**config.mk**
```make
export PLATFORM = sky130hd
export DESIGN_NAME = dot_sprite_renderer
export DESIGN_NICKNAME = d
export VERILOG_FILES = /design/src/rtl/dot_sprite_renderer_pkg.sv /design/src/rtl/dot_sprite_renderer_rom.sv /design/src/rtl/dot_sprite_renderer.sv
export SDC_FILE = /design/constraint.sdc
export NUM_CORES = 1
export LEC_CHECK = 0
export ABC_CLOCK_PERIOD_IN_PS = 5600
export BUFFER_PORTS_ARGS = -buffer_cell sky130_fd_sc_hd__buf_2
export CORE_AREA = 10 10 152 154
export CTS_CLUSTER_DIAMETER = 200
export DETAILED_ROUTE_END_ITERATION = 12
export DIE_AREA = 0 0 162 164
export GPL_TIMING_DRIVEN = 0
export PLACE_DENSITY = 0.5
export SYNTH_ARGS = -nofsm -noshare
export SYNTH_HDL_FRONTEND = slang
export SYNTH_HIERARCHICAL = 1
export SYNTH_SLANG_ARGS = --single-unit
```
**constraint.sdc**
```tcl
create_clock -name clk -period 5.6 [get_ports clk]
set_clock_uncertainty 0.15 [all_clocks]
set_input_delay 0.56 -clock clk [delete_from_list [all_inputs] [get_ports clk]]
set_output_delay 0.56 -clock clk [all_outputs]
set_load 0.01 [all_outputs]
```
**src/rtl/dot_sprite_renderer_pkg.sv**
```systemverilog
// Shared constants and types for the dot sprite renderer.
package dot_sprite_renderer_pkg;

  localparam int DOT_EDGE  = 8;   // unscaled sprite edge in pixels
  localparam int DOT_WIDTH = 8;   // bits per shape row
  localparam int ROW_W     = 3;   // row / column index width
  localparam int SHAPE_W   = 2;
  localparam int SCALE_W   = 2;

  typedef enum logic [SHAPE_W-1:0] {
    SHAPE_FILLED  = 2'd0,
    SHAPE_RING    = 2'd1,
    SHAPE_DIAMOND = 2'd2,
    SHAPE_BOX     = 2'd3
  } shape_e;

  // Descriptor attributes that travel together (origin kept separately
  // because its width depends on the top-level parameters).
  typedef struct packed {
    shape_e             shape;
    logic [SCALE_W-1:0] scale;
    logic               blink;
    logic               visible;
  } desc_attr_t;

  // Clamp a requested scale exponent to the largest supported one.
  function automatic logic [SCALE_W-1:0] clamp_scale(input logic [SCALE_W-1:0] s,
                                                     input int max_log2);
    if (int'(s) > max_log2) return SCALE_W'(max_log2);
    return s;
  endfunction

endpackage

```
**src/rtl/dot_sprite_renderer_rom.sv**
```systemverilog
// Combinational shape ROM: 4 shapes x 8 rows of 8 pixels, MSB = leftmost.
module dot_shape_rom
  import dot_sprite_renderer_pkg::*;
(
  input  logic [SHAPE_W-1:0]   shape,
  input  logic [ROW_W-1:0]     row,
  output logic [DOT_WIDTH-1:0] pattern
);

  // Row 0 sits in the top byte of each table word.
  localparam logic [63:0] TBL_FILLED  = 64'h3C7E_FFFF_FFFF_7E3C;
  localparam logic [63:0] TBL_RING    = 64'h3C42_8181_8181_423C;
  localparam logic [63:0] TBL_DIAMOND = 64'h183C_7EFF_FF7E_3C18;
  localparam logic [63:0] TBL_BOX     = 64'hFF81_8181_8181_81FF;

  logic [5:0] sel;

  // Pick the table for the shape, then the byte for the row.
  always_comb begin
    sel     = {~row, 3'b000};
    pattern = '0;
    case (shape_e'(shape))
      SHAPE_FILLED:  pattern = TBL_FILLED[sel +: 8];
      SHAPE_RING:    pattern = TBL_RING[sel +: 8];
      SHAPE_DIAMOND: pattern = TBL_DIAMOND[sel +: 8];
      SHAPE_BOX:     pattern = TBL_BOX[sel +: 8];
      default:       pattern = '0;
    endcase
  end

endmodule

```
**src/rtl/dot_sprite_renderer.sv**
```systemverilog
// Two-stage per-pixel sprite renderer. Descriptor is double-buffered and
// only becomes active on frame_start, so a frame is never torn.
module dot_sprite_renderer
  import dot_sprite_renderer_pkg::*;
#(
  parameter int X_WIDTH           = 11,
  parameter int Y_WIDTH           = 10,
  parameter int MAX_SCALE_LOG2    = 3,
  parameter int BLINK_FRAMES_LOG2 = 4
) (
  input  logic               clk,
  input  logic               reset,
  input  logic               frame_start,
  input  logic               pix_valid,
  input  logic [X_WIDTH-1:0] pix_x,
  input  logic [Y_WIDTH-1:0] pix_y,
  input  logic               desc_load,
  input  logic [X_WIDTH-1:0] desc_x,
  input  logic [Y_WIDTH-1:0] desc_y,
  input  logic [1:0]         desc_shape,
  input  logic [1:0]         desc_scale,
  input  logic               desc_blink,
  input  logic               desc_visible,
  output logic               out_valid,
  output logic               out_on,
  output logic [X_WIDTH-1:0] out_x,
  output logic [Y_WIDTH-1:0] out_y
);

  localparam int STAGES = 2;

  desc_attr_t                 in_attr, pend_attr, act_attr;
  logic [X_WIDTH-1:0]         pend_x, act_x;
  logic [Y_WIDTH-1:0]         pend_y, act_y;
  logic [BLINK_FRAMES_LOG2:0] blink_cnt;

  // Incoming descriptor with the scale already clamped, shared by the
  // pending write and the load/frame_start bypass.
  always_comb begin
    in_attr = '{shape:   shape_e'(desc_shape),
                scale:   clamp_scale(desc_scale, MAX_SCALE_LOG2),
                blink:   desc_blink,
                visible: desc_visible};
  end

  // Pending/active descriptor registers and the frame blink counter.
  always_ff @(posedge clk) begin
    if (reset) begin
      pend_attr <= '0;
      pend_x    <= '0;
      pend_y    <= '0;
      act_attr  <= '0;
      act_x     <= '0;
      act_y     <= '0;
      blink_cnt <= '0;
    end else begin
      if (desc_load) begin
        pend_attr <= in_attr;
        pend_x    <= desc_x;
        pend_y    <= desc_y;
      end
      if (frame_start) begin
        blink_cnt <= blink_cnt + 1'b1;
        if (desc_load) begin
          act_attr <= in_attr;
          act_x    <= desc_x;
          act_y    <= desc_y;
        end else begin
          act_attr <= pend_attr;
          act_x    <= pend_x;
          act_y    <= pend_y;
        end
      end
    end
  end

  // Stage 1 datapath: one extra bit so a pixel left of / above the origin
  // (or an origin near coordinate max) shows up as negative, not wrapped.
  logic [X_WIDTH:0]   dx, edge_x;
  logic [Y_WIDTH:0]   dy, edge_y;
  logic               blink_dark, hit_n;
  logic [ROW_W-1:0]   row_n, col_n;

  // Bounding-box test and scaled row/column for the current pixel.
  always_comb begin
    dx         = {1'b0, pix_x} - {1'b0, act_x};
    dy         = {1'b0, pix_y} - {1'b0, act_y};
    edge_x     = (X_WIDTH+1)'(DOT_EDGE) << act_attr.scale;
    edge_y     = (Y_WIDTH+1)'(DOT_EDGE) << act_attr.scale;
    blink_dark = act_attr.blink && blink_cnt[BLINK_FRAMES_LOG2];
    hit_n      = !dx[X_WIDTH] && !dy[Y_WIDTH] && (dx < edge_x) && (dy < edge_y) &&
                 act_attr.visible && !blink_dark;
    row_n      = ROW_W'(dy >> act_attr.scale);
    col_n      = ROW_W'(dx >> act_attr.scale);
  end

  logic [STAGES:1]        vld_pipe;
  logic                   s1_hit;
  logic [ROW_W-1:0]       s1_row, s1_col;
  logic [SHAPE_W-1:0]     s1_shape;
  logic [X_WIDTH-1:0]     s1_x;
  logic [Y_WIDTH-1:0]     s1_y;
  logic [DOT_WIDTH-1:0]   rom_row;

  // Shape is captured in stage 1 so a frame_start behind an in-flight
  // pixel cannot change which table it reads. Scale is already folded
  // into s1_row/s1_col.
  dot_shape_rom u_rom (
    .shape   (s1_shape),
    .row     (s1_row),
    .pattern (rom_row)
  );

  // Two-stage pipeline; reset flushes everything in flight.
  always_ff @(posedge clk) begin
    if (reset) begin
      vld_pipe <= '0;
      s1_hit   <= 1'b0;
      s1_row   <= '0;
      s1_col   <= '0;
      s1_shape <= '0;
      s1_x     <= '0;
      s1_y     <= '0;
      out_on   <= 1'b0;
      out_x    <= '0;
      out_y    <= '0;
    end else begin
      vld_pipe <= {vld_pipe[STAGES-1:1], pix_valid};
      s1_hit   <= hit_n;
      s1_row   <= row_n;
      s1_col   <= col_n;
      s1_shape <= act_attr.shape;
      s1_x     <= pix_x;
      s1_y     <= pix_y;
      out_on   <= vld_pipe[1] && s1_hit && rom_row[3'd7 - s1_col];
      out_x    <= s1_x;
      out_y    <= s1_y;
    end
  end

  assign out_valid = vld_pipe[STAGES];

endmodule

```
# After elaboration in Yosys (flattened, before gate mapping)
# Cells that the tools add are included.
# totals
regBits,113
input_bits,53
out_inout_bits,23
elab_cells,60
# classes
addsub,4
magnitude_cmp,3
n_eq_ne,3
n_shift,8
mux,6
bitwise,1
n_reduce_logical,12
# op_table
operator,n
variable part select 64 x 7 -> 8 bit (first input constant),4
one-hot mux 8 bit (4 select lines),1
< comparator 12 bit,1
left shift 4 x 2 -> 12 bit (first input constant),1
>> shifter 12 x 2 -> 3 bit,1
subtractor 11 x 11 -> 12 bit,1
< comparator 11 bit,1
2-to-1 mux 11 bit,1
left shift 4 x 2 -> 11 bit (first input constant),1
>> shifter 11 x 2 -> 3 bit,1
subtractor 10 x 10 -> 11 bit,1
2-to-1 mux 10 bit,1
logical AND 1 bit,8
2-to-1 mux 6 bit,1
adder 5 x 1 -> 5 bit (second input constant),1
== test 2 bit (second input constant),2
< comparator 3 x 4 -> 1 bit (second input constant),1
binary-select mux 1 bit (select 3 bit),1
logical NOT 1 bit,3
NOT 3 bit,1
subtractor 3 bit (first input constant),1
== test 2 x 1 -> 1 bit (second input constant),1
logical NOT 2 bit,1
2-to-1 mux 1 bit,1

# Depth between registers and ports, before layout
# Gate-level depths: netlist of run 1.
# logic_depth
ltp_word,7
ltp_mapped,14
ltp_nobuf,14

# By module
# Netlist of run 1, hierarchy kept.
# modules_own_cells
module,n_inst,cells_each,area_per_inst_um2,seq_area_each_um2
dot_sprite_renderer,1,501,4800.9,2262.2
dot_shape_rom,1,19,130.1,0.0

# Least setup slack after synthesis of run 1
# OpenSTA, ideal clock, no wires.
# synth_timing
path_type,input -> register
startpoint,input pix_x[0]
endpoint,register s1_hit
setup_ns,0.061
arrival_ns,3.108
required_ns,5.389
setup_slack_ns,2.280
stages,13
n_path_buf,0
cell_sequence,inv_1 ha_1 fa_1 nand2b_1 a21oi_1 nor2_1 xnor2_1 ha_1 o21ai_0 a21oi_1 or4_1 a2111oi_0 and4_1
# synth_via
elab_chain_cells,7
elab_cells_between_ends,8
cone_classes,add/sub (1); order compare (1); reduce/logical (6)
# synth_lines
item,line,source
"start, declared",dot_sprite_renderer.sv:15,"input logic [X_WIDTH-1:0] pix_x,"
subtractor 11 x 11 -> 12 bit *,dot_sprite_renderer.sv:86,"dx = {1'b0, pix_x} - {1'b0, act_x};"
"parallel branches: the longest is 2 deep, another holds < comparator 12 bit",n/a,
logical AND 1 bit * (3 in a row),dot_sprite_renderer.sv:91,hit_n = !dx[X_WIDTH] && !dy[Y_WIDTH] && (dx < edge_x) && (dy < edge_y) &&
logical AND 1 bit *,dot_sprite_renderer.sv:92,act_attr.visible && !blink_dark;
"end signal, assigned",dot_sprite_renderer.sv:129,s1_hit <= hit_n;
"end, declared",dot_sprite_renderer.sv:98,logic s1_hit;
# Mark *: on every way between the ends.
# A chain may end at the register's enable or synchronous reset.

# Final worst setup path of run 1
# layout_timing
startpoint,register act_y[1]
endpoint,register s1_hit
# layout_via
elab_chain_cells,7
elab_cells_between_ends,8
cone_classes,add/sub (1); order compare (1); reduce/logical (6)
# layout_lines
item,line,source
"start, declared",dot_sprite_renderer.sv:34,"logic [Y_WIDTH-1:0] pend_y, act_y;"
"start signal, assigned",dot_sprite_renderer.sv:67,act_y <= desc_y;
"start signal, assigned",dot_sprite_renderer.sv:71,act_y <= pend_y;
subtractor 10 x 10 -> 11 bit *,dot_sprite_renderer.sv:87,"dy = {1'b0, pix_y} - {1'b0, act_y};"
"parallel branches: the longest is 3 deep, another holds < comparator 11 bit",n/a,
logical AND 1 bit * (2 in a row),dot_sprite_renderer.sv:91,
logical AND 1 bit *,dot_sprite_renderer.sv:92,
# Marks and branches as above.

==> flow_summary_export.csv, run 1 <==
group,metric,value,unit
power_and_ir_drop,cellPowerDensity,368,nW/um^2
setup_path,r2r_end,"s1_hit",
timing,max_freq,280,MHz
route,drt_pre_antenna_iters,4,
clock_network,clk-insertion-delay-late,420,ps
die,die_area,26600,sq um
route,detailedRoute.firstIterationViolations,117,
synth,synth_top_flop_cell,"sky130_fd_sc_hd__dfxtp_1",
min_path,min-delay-start,"pix_valid",
setup_path,setup.worst_path.end_class,"register",
setup_path,rr_worst_depth,12,
run_status,outcome,"finished, final reports clean",
power_and_ir_drop,power.share.combinational,0.148,
die,floorplan.die.width,162,microns
grt,via_count_of_the_first_global_routing_pass,3752,
timing,final_max_slew_viol_count,0,
timing,final_period_minus_worst_setup_slack,3580,ps
synth,synth_edf_count,0,
die,io-pin-count,76,
grt,track_usage,0.0965,
timing,worst_slew_pin_slew,547,ps
grt,grt-ovfl-total,0,
clock_network,cts-buffers-inserted,17,
route,route.met2.wl,5370,microns
synth,yosysTopAreaCellShare,0.459,
power_and_ir_drop,total_internal_power,0.00170,W
min_path,hold_path_class,"in -> reg",
setup_path,critical_path_required,5790,ps
power_and_ir_drop,total_switching_power,0.000588,W
setup_path,cp_data_arrival_time,3760,ps
layout,nets,697,
route,wl_per_cell,13.8,microns
layout,fill_cells,2165,
power_and_ir_drop,cellLeakagePower,2.68,nW
setup_path,worst-r2r-setup-slack,2020,ps
placement,place.detailed.hpwl,9780,microns
synth,register_area_share_after_synthesis,0.459,
setup_path,worstSetupPathType,"reg -> reg",
synth,synth_top_cells_by_area,"sky130_fd_sc_hd__dfxtp_1 46%, sky130_fd_sc_hd__ha_1 7.6%, sky130_fd_sc_hd__mux2i_1 6.7%",
synth,post_synthesis_area_per_instance,9.48,sq um
setup_path,critPathLaunch,"act_y[1]",
layout,final_layout_size_suffix_gt1_frac,0.191,
synth,yosys.area.top_type,"sky130_fd_sc_hd__dfxtp_1",
min_path,timing.hold.worst_endpoint,"vld_pipe[1]",
clock_network,clockBufferDepth,2,
timing,period_share,0.638,
synth,mappedNetlistNets,605,
grt,antenna_found_initial,0,
route,via_count,3725,
power_and_ir_drop,power.sequential.fraction,0.382,
layout,final_core_util,0.311,
route,vias_per_cell,4.17,
power_and_ir_drop,fin_total_pwr,0.00229,W
timing,slew_headroom,0.635,
clock_network,clock_tree_root,"sky130_fd_sc_hd__clkbuf_16",
route,detail-route-antenna-nets,0,
clock_network,cts.htree.levels,4,
die,die_h,164,microns
timing,setup_total_neg_slack,0,ps
grt,grt_pass1_wl,19900,microns
setup_path,r2r_start,"act_y[1]",
clock_network,cts_hold_buf,0,
timing,rsz0062_at_grt,"no",
die,start_util,0.246,
synth,yosysMostFrequentCell,"sky130_fd_sc_hd__dfxtp_1",
min_path,hold_depth,2,
layout,area_growth_syn_to_layout,26.2,%
clock_network,post_cts_repair_resize_count,0,
synth,post_synth_most_frequent_cells,"113 x sky130_fd_sc_hd__dfxtp_1, 73 x sky130_fd_sc_hd__nor2_1, 45 x sky130_fd_sc_hd__nor2b_1",
route,drc_errors,0,
clock_network,cts_setup_buffers,0,
placement,port_buffers,73,
placement,gpl.final_weighted_congestion,0.756,
synth,mappedNetlistArea,4930,sq um
route,met1Wirelength,6030,microns
power_and_ir_drop,swShare,0.257,
clock_network,clk_transition_reported_paths,60,ps
synth,synth-seq-cells,113,
layout,antenna_cells_inserted,0,
clock_network,cts.sinks,113,
grt,grt_start_max_net_pins,17,
route,postRouteWirelength,12300,microns
route,wl_met3,734,microns
setup_path,critPathMaxFanout,3,
route,dr.max_layer_used,"met4",
power_and_ir_drop,power.ir.vdd_worst,0.000176,V
die,coreArea,20000,sq um
timing,hold_viol,0,
timing,setup_viol,0,
synth,yosysWarningCount,6,
die,rows,52,
flow_run,drv_cap,0,
synth,synthArstFlopShare,0,
setup_path,critical_path_launch_point_type,"register",
synth,postSynthCellCount,520,
synth,yosys.cell_types.count,53,
power_and_ir_drop,clkPwrFrac,0.470,
clock_network,cts_tree,"built",
## stage by stage
stage | instance area, sq um | cells | hold WS (ps) | setup WS, ps
final | 6220 | 894 | 230 | 2020
after global routing | 6220 | 894 | 236 | 1840
after CTS | 6220 | 894 | 208 | 2030
after detailed placement | 5630 | 863 | 270 | 1640
after global placement | 5630 | 863 | 268 | 1630
after floorplan | 4930 | 520 | 264 | 2280
## worst max path at each step
| stage | slack, ps | end | cells past startpoint |
|---|---|---|---|
| CTS | 2030 | s1_hit | 12 |
| detailed placement | 1640 | s1_hit | 14 |
| global placement | 1630 | s1_hit | 15 |
| floorplan | 2280 | s1_hit | 13 |
| global route | 1840 | s1_hit | 12 |
| finish | 2020 | s1_hit | 12 |
## cells by family (layout without fill, tap and decap cells)
| group | count (synthesis) | in the layout | synth area share |
|---|---|---|---|
| compound gates | 93 | 93 | 0.133 |
| fa+ha+maj | 32 | 32 | 0.0842 |
| buf+inv | 61 | 165 | 0.0502 |
| xor+xnor | 15 | 15 | 0.0266 |
| mux | 37 | 37 | 0.0807 |
| flops | 113 | 113 | 0.459 |
| simple gates | 169 | 169 | 0.166 |
## layout make-up
class                      instances  area (sq um)  share of cell area
timing repair buffer              73           365              0.0587
tap                              270           338              0.0543
inverter                          32           120              0.0193
sequential                       113          2260               0.363
clock buffer                      18           429              0.0689
buffer                            29           128              0.0205
multi-input combinational        346          2420               0.389
clock inverter                    13           161              0.0259
## critical path, cell delays in order, from the launching register on
cell and delay (ps):
sky130_fd_sc_hd__dfxtp_1 380, sky130_fd_sc_hd__inv_1 60, sky130_fd_sc_hd__ha_1 260, sky130_fd_sc_hd__nor2b_1 190
sky130_fd_sc_hd__o2111ai_1 160, sky130_fd_sc_hd__and2_1 230, sky130_fd_sc_hd__xnor2_1 230, sky130_fd_sc_hd__ha_1 280
sky130_fd_sc_hd__o21ai_0 190, sky130_fd_sc_hd__a21oi_2 50, sky130_fd_sc_hd__or4_1 510, sky130_fd_sc_hd__a2111oi_0 500
sky130_fd_sc_hd__and4_1 320
## power groups by stage
stage / Combinational [W] / Sequential (W) / Clock, W
global placement: 0.000343 / 0.000892 / 0
global route: 0.000391 / 0.000882 / 0.00114
detailed placement: 0.000342 / 0.000893 / 0
floorplan: 0.000247 / 0.000890 / 0
finish: 0.000340 / 0.000876 / 0.00108
CTS: 0.000345 / 0.000876 / 0.00111
## state kept, by name (all words and copies together), names as in the netlist
signal / count
act_y: 10
s1_col: 3
pend_attr: 6
out_y: 10
s1_row: 3
out_on: 1
out_x: 11
act_attr: 6
blink_cnt: 5
act_x: 11
pend_x: 11
s1_x: 11
s1_hit: 1
vld_pipe: 2
s1_y: 10
s1_shape: 2
pend_y: 10
## cells in the final DEF, fill, tap and decap left out, drive strengths merged, types with 5 or more instances in the layout
cell type  netlist  final
a21oi           21     21
mux2i           33     33
a21o             5      5
o21ai           10     10
xnor2            9      9
nand2           25     25
a211oi          30     30
ha              30     30
inv             31     34
xor2             6      6
nor3             6      6
clkinv           1      7
dfxtp          113    113
buf             12     85
clkbuf          17     35
nor2b           45     45
nor2            73     73
## routing by layer
layer	vias up	global-route usage
met1	1645	0.120
met3	16	0.0383
met2	76	0.148
met5	-	0
li1	1988	-
met4	0	0.0347
No activity file was read; power rests on OpenSTA's default activity.
==> inputs of run 2 (changes only) <==
- ABC_CLOCK_PERIOD_IN_PS: 5600 -> 3200
- PLACE_DENSITY: 0.5 -> 0.51
- clock period: 5.6 -> 3.2 ns (I/O delays scaled with it)
==> run 2 against run 1 <==
  * The flow now finishes with violations (negative setup slack)
  * Die area did not move
  * Wire length rose by 3.9%
  * Total power rose by 77%
  * Final cell count rose by 2.2%
  * Hold slack got worse by 220 ps
  * Largest cell class unchanged
==> flow_summary_export.csv, run 2 (synthesis results as in run 1) <==
group,metric,value,unit
run_status,outcome,"complete, but fails checks",
run_status,failed_checks,"negative setup slack",
placement,place.detailed.hpwl,9740,microns
layout,area_growth_syn_to_layout,33.8,%
route,detailedRoute.firstIterationViolations,187,
timing,final_period_minus_worst_setup_slack,3210,ps
route,wl_per_cell,14.0,microns
power_and_ir_drop,fin_total_pwr,0.00406,W
timing,setup_total_neg_slack,-10.7,ps
setup_path,worstSetupPathType,"reg -> reg",
setup_path,worst-r2r-setup-slack,-10,ps
min_path,hold_depth,2,
setup_path,cp_data_arrival_time,3400,ps
timing,max_freq,311,MHz
timing,worst_slew_pin_slew,520,ps
clock_network,cts.htree.levels,4,
clock_network,clockBufferDepth,2,
route,via_count,3856,
min_path,min-delay-start,"pix_x[2]",
placement,dpl_ws,-525,ps
die,rows,52,
clock_network,clk-insertion-delay-late,420,ps
die,die_h,164,microns
setup_path,setup.worst_path.end_class,"register",
clock_network,cts-buffers-inserted,17,
setup_path,critPathMaxFanout,2,
clock_network,clock_tree_root,"sky130_fd_sc_hd__clkbuf_16",
layout,regArea,2270,sq um
placement,gpl.final_weighted_congestion,0.770,
clock_network,cts_tree,"built",
route,vias_per_cell,4.22,
timing,hold_viol,0,
timing,setup_viol,1,
grt,grt_pass1_wl,20700,microns
die,start_util,0.246,
layout,mostFrequentLayoutCells,"110 x sky130_fd_sc_hd__dfxtp_1, 76 x sky130_fd_sc_hd__buf_2, 71 x sky130_fd_sc_hd__nor2_1",
grt,grt-ovfl-total,0,
route,detail-route-antenna-nets,0,
timing,worst_slack,-10.7,ps
layout,final_core_util,0.329,
setup_path,critical_path_launch_point_type,"register",
die,die_area,26600,sq um
layout,final_layout_size_suffix_gt1_frac,0.255,
power_and_ir_drop,cellLeakagePower,2.80,nW
grt,antenna_found_initial,0,
setup_path,rr_worst_depth,12,
clock_network,clk_transition_reported_paths,50,ps
layout,multi_input_area,2620,sq um
power_and_ir_drop,power.ir.vdd_worst,0.000280,V
timing,rsz0062_at_grt,"yes",
setup_path,r2r_end,"s1_hit",
power_and_ir_drop,cellPowerDensity,615,nW/um^2
setup_path,r2r_start,"act_x[0]",
grt,track_usage,0.101,
timing,fin_worst_hold_slack,11.5,ps
layout,mostFrequentLayoutCell,"sky130_fd_sc_hd__dfxtp_1",
die,coreArea,20000,sq um
layout,antenna_cells_inserted,0,
route,drt_pre_antenna_iters,5,
route,postRouteWirelength,12800,microns
placement,port_buffers,73,
min_path,timing.hold.worst_endpoint,"s1_x[2]",
grt,grt_start_max_net_pins,17,
timing,slew_headroom,0.653,
flow_run,drv_cap,0,
die,io-pin-count,76,
layout,fill_cells,2131,
timing,final_max_slew_viol_count,0,
timing,period_share,1.00,
setup_path,critical_path_required,3390,ps
layout,nets,717,
grt,via_count_of_the_first_global_routing_pass,3917,
clock_network,cts.sinks,113,
min_path,hold_path_class,"in -> reg",
die,floorplan.die.width,162,microns
route,drc_errors,0,
## run 2: changes by cell type in the layout (fill, tap and decap cells not counted), sizes merged
cell,delta
buf,+6
bufinv,-1
clkbuf,+2
clkinv,+3
clkinvlp,-1
dlygate4sd3,+14
inv,-3
## run 2: through the flow
| step | cells | area, sq um |
|---|---|---|
| global route | 914 | 6600 |
| global placement | 863 | 5630 |
| detailed placement | 863 | 5630 |
| CTS | 912 | 6540 |
| finish | 914 | 6600 |
| floorplan | 520 | 4930 |
## run 2: routing by layer
metal / vias up / part of all wire / global-route usage
li1: 2014 / - / -
met4: 0 / 0.023 / 0.0525
met1: 1731 / 0.47 / 0.122
met2: 91 / 0.45 / 0.155
met5: - / 0 / 0
met3: 20 / 0.062 / 0.0335
## run 2: where the power goes
group | internal, W | switching (W) | leakage (nW)
sequential | 0.00149 | 0.0000404 | 0.935
clock | 0.00119 | 0.000636 | 0.295
combinational | 0.000331 | 0.000368 | 1.57
total | 0.00302 | 0.00104 | 2.80
## run 2: how the worst max path moves through the flow
stage	start	end	slack, ps	cells past startpoint
3_3_place_gp	pix_x[0]	s1_hit	-520	15
6_report	act_x[0]	s1_hit	-10	12
2_1_floorplan	pix_x[0]	s1_hit	120	13
5_1_grt	act_x[0]	s1_hit	-100	12
4_1_cts	act_x[0]	s1_hit	4	12
3_5_place_dp	pix_x[0]	s1_hit	-530	14
## run 2: layout make-up
| type | count | area share |
|---|---|---|
| multi-input cells | 346 | 0.396 |
| plain buffers | 29 | 0.0193 |
| clock buffers | 20 | 0.0707 |
| inverters | 32 | 0.0182 |
| well taps | 270 | 0.0512 |
| clock inverters | 11 | 0.0171 |
| flip-flops and latches | 113 | 0.344 |
| repair buffers | 93 | 0.0834 |
## run 2: timing repair
action | in CTS | in global routing
pin swaps | 12 | 18
hold endpoints to repair | 14 | 0
resized for setup | 33 | 13
setup buffers | 4 | 2
endpoints found under the setup margin | 1 | 1
hold buffers | 14 | 0
## run 2: critical path, cell delays in order, from the launching register on
cell and delay (ps):
sky130_fd_sc_hd__dfxtp_1 320, sky130_fd_sc_hd__ha_2 190, sky130_fd_sc_hd__fa_2 360, sky130_fd_sc_hd__nand2b_4 170, sky130_fd_sc_hd__a21oi_4 160, sky130_fd_sc_hd__nor2_2 70, sky130_fd_sc_hd__xnor2_2 160, sky130_fd_sc_hd__ha_2 290
sky130_fd_sc_hd__o21ai_1 70, sky130_fd_sc_hd__a21oi_1 70, sky130_fd_sc_hd__or4_4 540, sky130_fd_sc_hd__a2111oi_4 310, sky130_fd_sc_hd__and4_1 280
==> inputs of run 3 (changes only) <==
==> constraint.sdc (replaced) <==
create_clock -name clk -period 3.2 [get_ports clk]
set_clock_uncertainty 0.15 [all_clocks]
set_input_delay 0.16 -clock clk [delete_from_list [all_inputs] [get_ports clk]]
set_output_delay 0.16 -clock clk [all_outputs]
set_load 0.01 [all_outputs]
==> run 3 against run 2 <==
  * The flow still finishes with violations (negative setup slack)
  * Flip-flop and latch count unchanged
  * Non-clock buffer count increased by 36
  * Final cell count increased by 3.9%
  * Global-route usage increased by 0.15 points
  * Sequential power about the same
  * Via count increased by 3.4%
  * Clock power about the same
  * Sequential share of layout area decreased by 1.8 points
  * Largest cell class unchanged
  * Highest routed layer unchanged
==> flow_summary_export.csv, run 3 (synthesis results as in run 1) <==
group,metric,value,unit
die,die_area,26600,sq um
setup_path,crit_path_end,"s1_hit",
power_and_ir_drop,clkPwrFrac,0.446,
die,floorplan.die.width,162,microns
placement,gpl.final_weighted_congestion,0.770,
layout,fill_cells,2093,
die,die_h,164,microns
route,drt_pre_antenna_iters,4,
setup_path,cp_data_arrival_time,3410,ps
layout,final_layout_size_suffix_gt1_frac,0.243,
setup_path,setup.worst_path.end_class,"register",
route,drc_errors,0,
layout,area_growth_syn_to_layout,41.4,%
power_and_ir_drop,cellPowerDensity,588,nW/um^2
flow_run,drv_cap,0,
timing,final_max_slew_viol_count,0,
grt,via_count_of_the_first_global_routing_pass,4075,
run_status,outcome,"complete, but fails checks",
timing,worst_slack,-14.5,ps
power_and_ir_drop,cellLeakagePower,2.95,nW
timing,period_share,1.00,
power_and_ir_drop,total_internal_power,0.00305,W
die,start_util,0.246,
route,detail-route-antenna-nets,0,
setup_path,critical_path_required,3390,ps
clock_network,clock_tree_root,"sky130_fd_sc_hd__clkbuf_16",
clock_network,cts.sinks,113,
placement,dpl_ws,-365,ps
timing,rsz0062_at_grt,"yes",
clock_network,cts_tree,"built",
power_and_ir_drop,total_switching_power,0.00105,W
setup_path,critPathMaxFanout,6,
clock_network,clk_transition_reported_paths,50,ps
placement,port_buffers,73,
grt,grt_start_max_net_pins,17,
timing,fin_worst_hold_slack,58.0,ps
timing,setup_viol,1,
power_and_ir_drop,swShare,0.256,
power_and_ir_drop,power.ir.vdd_worst,0.000279,V
power_and_ir_drop,power.share.combinational,0.180,
setup_path,worstSetupPathType,"in -> reg",
grt,grt-ovfl-total,0,
setup_path,rr_worst_depth,12,
die,rows,52,
timing,hold_viol,0,
route,detailedRoute.firstIterationViolations,214,
route,vias_per_cell,4.20,
setup_path,critical_path_launch_point_type,"input pin",
setup_path,r2r_start,"act_x[0]",
timing,max_freq,311,MHz
setup_path,worst-r2r-setup-slack,-10,ps
timing,slew_headroom,0.651,
placement,place.detailed.hpwl,9740,microns
die,io-pin-count,76,
route,via_count,3988,
run_status,failed_checks,"negative setup slack",
timing,worst_slew_pin_slew,523,ps
timing,final_period_minus_worst_setup_slack,3210,ps
grt,track_usage,0.102,
clock_network,clk-insertion-delay-late,420,ps
grt,grt_pass1_wl,21200,microns
min_path,hold_path_class,"in -> reg",
clock_network,cts-buffers-inserted,17,
clock_network,cts.htree.levels,4,
setup_path,critPathLaunch,"pix_y[5]",
power_and_ir_drop,power.sequential.fraction,0.375,
clock_network,clockBufferDepth,2,
route,postRouteWirelength,12900,microns
setup_path,r2r_end,"s1_hit",
layout,antenna_cells_inserted,0,
layout,mostFrequentLayoutCells,"110 x sky130_fd_sc_hd__dfxtp_1, 76 x sky130_fd_sc_hd__buf_2, 71 x sky130_fd_sc_hd__nor2_1",
route,wl_per_cell,13.6,microns
grt,antenna_found_initial,0,
layout,mostFrequentLayoutCell,"sky130_fd_sc_hd__dfxtp_1",
die,coreArea,20000,sq um
layout,nets,753,
run 3: cell types whose count changed in the layout (fill, tap and decap cells not counted):
cell / previous run / this run
sky130_fd_sc_hd__dlygate4sd3_1: 14 / 50
sky130_fd_sc_hd__inv_2: 1 / 2
sky130_fd_sc_hd__ha_4: 3 / 4
sky130_fd_sc_hd__inv_1: 30 / 29
sky130_fd_sc_hd__ha_2: 6 / 5
run 3: final cells by class:
| cell class | instances | area, sq um | area share |
|---|---|---|---|
| Sequential cell | 113 | 2270 | 0.325 |
| Clock inverter | 11 | 113 | 0.0162 |
| Buffer | 29 | 128 | 0.0183 |
| Inverter | 32 | 120 | 0.0172 |
| Clock buffer | 20 | 467 | 0.0670 |
| Timing Repair Buffer | 129 | 911 | 0.131 |
| Multi-Input combinational cell | 346 | 2630 | 0.377 |
| Tap cell | 270 | 338 | 0.0485 |
run 3: routing by layer:
metal,up-vias,GRT usage,wire [microns]
li1,2086,-,-
met1,1799,0.125,6090
met2,87,0.158,5840
met3,16,0.0323,728
met4,0,0.0525,251
met5,-,0,0
run 3: power groups by stage:
| stage | sequential [W] | clock [W] | combinational [W] |
|---|---|---|---|
| 2_1_floorplan | 0.00156 | 0 | 0.000431 |
| 3_3_place_gp | 0.00156 | 0 | 0.000598 |
| 3_5_place_dp | 0.00156 | 0 | 0.000599 |
| 4_1_cts | 0.00153 | 0.00188 | 0.000715 |
| 5_1_grt | 0.00154 | 0.00194 | 0.000822 |
| 6_report | 0.00153 | 0.00183 | 0.000736 |
run 3: worst max-delay path, cell delays in order:
cell and delay [ps]:
sky130_fd_sc_hd__dlygate4sd3_1 530, sky130_fd_sc_hd__buf_2 140, sky130_fd_sc_hd__ha_2 340, sky130_fd_sc_hd__and3_1 170
sky130_fd_sc_hd__a221o_1 340, sky130_fd_sc_hd__xor2_1 180, sky130_fd_sc_hd__ha_2 300, sky130_fd_sc_hd__o21ai_2 60
sky130_fd_sc_hd__a21oi_2 50, sky130_fd_sc_hd__or4_4 540, sky130_fd_sc_hd__a2111oi_4 310, sky130_fd_sc_hd__and4_1 280
run 3: worst min-delay path by stage:
stage,startpoint,endpoint,slack (ps),depth (start not counted)
3_5_place_dp,pix_valid,vld_pipe[1],240,2
4_1_cts,desc_load,pend_y[0],40,3
6_report,desc_load,pend_y[0],60,3
5_1_grt,desc_load,pend_attr[1],90,3
3_3_place_gp,pix_valid,vld_pipe[1],230,2
2_1_floorplan,reset,vld_pipe[2],90,1
run 3: through the flow:
step           TNS [ps]  std cells  utilization  instance area (sq um)  total power (W)
2_1_floorplan         0        520            -                   4930          0.00199
3_3_place_gp       -360        863        0.281                   5630          0.00216
3_5_place_dp       -365        863        0.281                   5630          0.00216
4_1_cts               0        948        0.344                   6900          0.00412
5_1_grt            -105        950        0.348                   6970          0.00431
6_report          -14.5        950        0.348                   6970          0.00410
run 3: timing repair:
| item | in CTS | in global routing |
|---|---|---|
| hold buffers | 50 | 0 |
| hold endpoints to repair | 60 | 0 |
| gates cloned | 0 | 0 |
| resized for setup | 33 | 15 |
| pin swaps | 12 | 18 |
| setup endpoints to repair | 1 | 1 |
| buffers inserted | 4 | 2 |
